$ cat src/rtl/dmem_arb_pkg.sv
// dmem_arb_pkg: shared types and limits for the data-memory arbiter.
package dmem_arb_pkg;
    typedef enum logic {IDLE, RD_WAIT} arb_state_t;
    typedef enum logic {CORE = 1'b0, HOST = 1'b1} arb_side_t;
    localparam int MAX_RD_LAT = 4;
endpackage

$ cat src/rtl/rr_pick2.sv
// rr_pick2: combinational two-way round-robin select; on a tie the side that did not win last time wins.
module rr_pick2
    import dmem_arb_pkg::*;
(
    input  logic [1:0] req_i,
    input  arb_side_t  last_i,
    output arb_side_t  side_o,
    output logic       valid_o
);
    assign valid_o = |req_i;
    assign side_o  = (req_i == 2'b11) ? ((last_i == CORE) ? HOST : CORE)
                                      : (req_i[1] ? HOST : CORE);
endmodule

$ cat src/rtl/dmem_arbiter.sv
// dmem_arbiter: shares one single-port data memory between core and host, one grant per cycle.
// Optional DMEM_ARB_STATS_EN adds stats_clr and a saturating core wait-cycle counter c_wait_cnt.
module dmem_arbiter
    import dmem_arb_pkg::*;
#(
    parameter int AW     = 8,
    parameter int DW     = 8,
    parameter int RD_LAT = 1
) (
    input  logic          clk,
    input  logic          reset,
    input  logic          c_req,
    input  logic          c_we,
    input  logic [AW-1:0] c_addr,
    input  logic [DW-1:0] c_wdata,
    output logic          c_gnt,
    output logic          c_rvalid,
    output logic [DW-1:0] c_rdata,
    input  logic          h_req,
    input  logic          h_we,
    input  logic [AW-1:0] h_addr,
    input  logic [DW-1:0] h_wdata,
    output logic          h_gnt,
    output logic          h_rvalid,
    output logic [DW-1:0] h_rdata,
    output logic          stall,
    output logic          mem_en,
    output logic          mem_we,
    output logic [AW-1:0] mem_addr,
    output logic [DW-1:0] mem_wdata,
    input  logic [DW-1:0] mem_rdata
`ifdef DMEM_ARB_STATS_EN
    ,
    input  logic          stats_clr,
    output logic [15:0]   c_wait_cnt
`endif
);
    localparam int LW = $clog2(MAX_RD_LAT);
    arb_state_t state_q, state_d;
    arb_side_t rr_last_q, rr_last_d, owner_q, owner_d, side;
    logic [LW-1:0] lat_q, lat_d;
    logic c_rv_q, c_rv_d, h_rv_q, h_rv_d, pick_v, gnt, is_h, x_we;
    logic [DW-1:0] c_rd_q, c_rd_d, h_rd_q, h_rd_d;
    rr_pick2 u_pick (
        .req_i  ({h_req, c_req}),
        .last_i (rr_last_q),
        .side_o (side),
        .valid_o(pick_v)
    );
    // Gating with reset keeps every output low while reset is held, even with live requests.
    assign gnt       = pick_v & reset & (state_q == IDLE);
    assign is_h      = side == HOST;
    assign x_we      = is_h ? h_we : c_we;
    assign c_gnt     = gnt & ~is_h;
    assign h_gnt     = gnt & is_h;
    assign mem_en    = gnt;
    assign mem_we    = gnt & x_we;
    assign mem_addr  = gnt ? (is_h ? h_addr : c_addr) : '0;
    assign mem_wdata = gnt ? (is_h ? h_wdata : c_wdata) : '0;
    assign stall     = reset & ((c_req & ~c_gnt) | (state_q == RD_WAIT && owner_q == CORE));
    assign c_rvalid  = c_rv_q;
    assign h_rvalid  = h_rv_q;
    assign c_rdata   = c_rd_q;
    assign h_rdata   = h_rd_q;
    always_comb begin
        state_d   = state_q;
        rr_last_d = rr_last_q;
        owner_d   = owner_q;
        lat_d     = lat_q;
        c_rv_d    = 1'b0;
        h_rv_d    = 1'b0;
        c_rd_d    = c_rd_q;
        h_rd_d    = h_rd_q;
        if (state_q == IDLE) begin
            if (gnt) begin
                rr_last_d = side;
                if (!x_we) begin
                    owner_d = side;
                    lat_d   = LW'(RD_LAT - 1);
                    state_d = RD_WAIT;
                end
            end
        end else if (lat_q != '0) begin
            lat_d = lat_q - LW'(1);
        end else begin
            state_d = IDLE;
            if (owner_q == HOST) begin
                h_rv_d = 1'b1;
                h_rd_d = mem_rdata;
            end else begin
                c_rv_d = 1'b1;
                c_rd_d = mem_rdata;
            end
        end
    end
    always_ff @(posedge clk or negedge reset) begin
        if (!reset) begin
            state_q   <= IDLE;
            rr_last_q <= HOST;
            owner_q   <= CORE;
            lat_q     <= '0;
            c_rv_q    <= 1'b0;
            h_rv_q    <= 1'b0;
            c_rd_q    <= '0;
            h_rd_q    <= '0;
        end else begin
            state_q   <= state_d;
            rr_last_q <= rr_last_d;
            owner_q   <= owner_d;
            lat_q     <= lat_d;
            c_rv_q    <= c_rv_d;
            h_rv_q    <= h_rv_d;
            c_rd_q    <= c_rd_d;
            h_rd_q    <= h_rd_d;
        end
    end
`ifdef DMEM_ARB_STATS_EN
    logic [15:0] wait_q, wait_d;
    assign wait_d     = stats_clr ? 16'h0 : ((c_req & ~c_gnt & ~&wait_q) ? wait_q + 16'd1 : wait_q);
    assign c_wait_cnt = wait_q;
    always_ff @(posedge clk or negedge reset) begin
        if (!reset) wait_q <= 16'h0;
        else wait_q <= wait_d;
    end
`endif
endmodule

$ cat config.mk
export PLATFORM = sky130hd
export DESIGN_NAME = dmem_arbiter
export DESIGN_NICKNAME = d
export VERILOG_FILES = /design/src/rtl/dmem_arb_pkg.sv /design/src/rtl/rr_pick2.sv /design/src/rtl/dmem_arbiter.sv
export SDC_FILE = /design/constraint.sdc
export NUM_CORES = 1
export LEC_CHECK = 0
export BUFFER_PORTS_ARGS = -buffer_cell sky130_fd_sc_hd__buf_4
export CAP_MARGIN = 20
export CORE_MARGIN = 1.5
export CORE_UTILIZATION = 39
export DETAILED_ROUTE_END_ITERATION = 12
export PLACE_DENSITY_LB_ADDON = 0.3
export SLEW_MARGIN = 15
export SYNTH_ARGS = -nofsm -noshare
export SYNTH_HDL_FRONTEND = slang
export SYNTH_SLANG_ARGS = --single-unit
$ cat constraint.sdc
create_clock -name clk -period 1.5 [get_ports clk]
set_input_delay 0.15 -clock clk [delete_from_list [all_inputs] [get_ports clk]]
set_output_delay 0.15 -clock clk [all_outputs]
set_load 0.02 [all_outputs]
==> impl_results.md <==
- Outcome: finished with violations
- Failing checks: setup timing
- Clock skew: 0.0103 ns
- Post-synth top cells: nand2_1, dfrtp_1, a22o_1
- Post-synth top flop: dfrtp_1
- Pre-antenna DRT Iters: 4
- N_diodes: 0
- Die Outline Area: roughly 0.0032 mm^2
- Actual slew at the worst max-slew pin: 0.340 ns
- P&R area growth vs syn: 73.3%
- H-tree depth: 1
- WL final: 3.35 mm
- Post-route insts no fill: 231
- Top-area cell type share of the netlist area: 0.486
- Count of cell types in the netlist: 27
- Port bufs: 84
- Clock period minus worst slack: 1.75 ns
- Leakage power: around 1.1 nW
- Final hold vios: 0
- First-pass GRT wire length: 5.46 mm
- Register area share after synthesis: 0.509
- Worst-path clk slew: between 0.1 and 0.15 ns
- Avg WL per Cell: about 14 um
- Final setup vio count: 21
- Final net count: 248
- Initial Utilization: 0.411
- Crit path arrival time: 1.60 ns
- Clk_lat worst skew: approximately 0.31 ns
- CTS Buffer Depth: 2
- Layout cells sized above 1: 0.565
- Max-cap check violation count: 0
- CP Data Required Time: about 1.4 ns
- Total track usage: 0.215
- Antenna Violating Nets Remaining: 0
- CTS tree: built
- TritonCTS buffer count: 3
- RSZ-0062 raised after global routing: true
- Total number of vias: between 1000 and 1500
- Number of fill cells: 204
- CTS Root Cell: clkbuf_4
- Row count: 19
- Leading area contributor after synthesis: dfrtp_1
- CP endpoint kind: output port
- Area of the multi-input gates: 494 um^2
- Core ar.: 0.00276 mm^2
- Peak supply drop: 1.11 mV
- Syn Std Cell Area: around 0.0011 mm^2
- IO Count: 85
- YS warnings: 0
- Placed Cells incl. Taps: 222
- Drc violations: 0
- Initial antenna violation count: 0
- CP Launch Type: flip-flop
- DIE HEIGHT: between 50 and 60 um
- DP Area: 0.00181 mm^2
- RePlAce Congestion: about 0.73
- Synth async-reset ratio: 1.00
- Cells after synthesis: 106
- Largest net degree at the start of global routing: 23
- Clk sinks: 23
- Achievable frequency: roughly 0.57 GHz
- Hold Crit Class: in2reg
- Pwr dens: 1190 mW/mm^2
- DR iter-0 viols: 46
- Setup ws final: -0.253 ns
- Design Area, Final: 0.00196 mm^2
- Dpl hpwl: ~2.6 mm
- Worst Path Max Fanout: 17
- Reg area: 577 um^2
- EDFF count, synth: 0
- Slew margin rel.: 0.771
- Syn_nets: approximately 150
- Period utilization: 1.17
- Top cells by area, synth: dfrtp_1, a22o_1, nand2_1
- Kind of critical path: reg2out
- Die X: 56.9 um
- Vias in the first global route: 1221
- Max-slew violation count: 0
- Synthesis-stage register bit count: 23
- Mean Syn Cell Area: 10.7 um^2
- Vias per inst: 5.09
- Most frequent cell after synthesis: nand2_1
- GRT Residual Overflow: 0
## through the flow
step                      hold WS [ns]  TNS [ns]  setup WS [ns]   util  total power, mW
after floorplan                 -0.146         0         0.0659      -             1.48
after global placement           0.150   -0.0439       -0.00744  0.655             1.98
after detailed placement         0.154     -2.04         -0.143  0.655             2.02
after CTS                       0.0294     -4.27         -0.249  0.705             2.35
after global routing            0.0289     -5.90         -0.313  0.711             2.47
final                           0.0297     -4.33         -0.253  0.711             2.33
## power breakdown
part / internal, mW / switching (mW)
Clock: 0.0994 / 0.183
Combinational: 0.567 / 0.560
Sequential: 0.818 / 0.104
Total: 1.48 / 0.846
## per-layer routing
| metal | routed length, um | share of wire | up-vias | GRT usage |
|---|---|---|---|---|
| met2 | 1860 | 0.56 | 49 | 0.430 |
| met1 | 1210 | 0.36 | 563 | 0.230 |
| met4 | 20 | 0.0060 | 0 | 0.0399 |
| met3 | 254 | 0.076 | 4 | 0.0392 |
| li1 | - | - | 560 | - |
| met5 | 0 | 0 | - | 0 |
## registers in the layout (all words and copies together) (netlist names)
register / count
owner_q: 1
c_rvalid: 1
h_rdata: 8
lat_q: 2
c_rdata: 8
state_q: 1
h_rvalid: 1
rr_last_q: 1
## cells by family (layout without fill, tap and decap cells)
logic type               after synthesis  after routing  synth area share
AND/OR/NAND/NOR                       37             37             0.151
AO/OA/AOI/OAI                         24             24             0.173
flip-flops                            23             23             0.509
buffers and inverters                 12            106            0.0663
multiplexers                           9              9            0.0884
adder cells (fa/ha/maj)                1              1            0.0110
## layout by cell type (no fill, tap or decap), types with 2 or more instances in the layout
master / netlist / final
buf_4: 1 / 73
nand2_1: 27 / 26
dfrtp_1: 22 / 22
a22o_1: 17 / 17
buf_6: 2 / 17
mux2_2: 8 / 8
inv_1: 7 / 7
clkbuf_4: 0 / 3
nor2_1: 2 / 2
dlygate4sd3_1: 0 / 2
## final timing paths
check                                  startpoint                endpoint  slack [ns]  cells past startpoint
hold reg to reg            c_rdata[2]$_DFFE_PN0P_  c_rdata[2]$_DFFE_PN0P_        0.50                      2
setup reg to reg            rr_last_q$_DFFE_PN1P_    lat_q[1]$_DFFE_PN0P_       -0.04                      6
hold / removal                       mem_rdata[2]  c_rdata[2]$_DFFE_PN0P_        0.03                      3
max in group asynchronous                   reset     owner_q$_DFFE_PN0P_        0.74                      4
min in group asynchronous                   reset  h_rdata[3]$_DFFE_PN0P_        0.34                      3
setup / recovery            rr_last_q$_DFFE_PN1P_             mem_addr[4]       -0.25                      5
## critical path: stages (launching register included)
cell      delay (ns)
dfstp_2         0.57
nand2b_1        0.10
and3_4          0.20
buf_12          0.14
a22o_1          0.17
buf_6           0.12
## timing repair
action	4_1_cts	5_1_grt
hold buffers	2	0
buffers inserted	2	0
hold endpoints to repair	22	0
gates resized for setup	21	1
pin swaps	0	3
setup endpoints to repair	20	24
## area by class of cell
type / count / area share
repair buffers: 94 / 0.405
flip-flops and latches: 23 / 0.294
multi-input cells: 71 / 0.252
well taps: 31 / 0.0198
inverters: 8 / 0.0153
clock buffers: 3 / 0.0115
clock inverters: 1 / 0.00255
No activity file was read; power rests on OpenSTA's default activity.
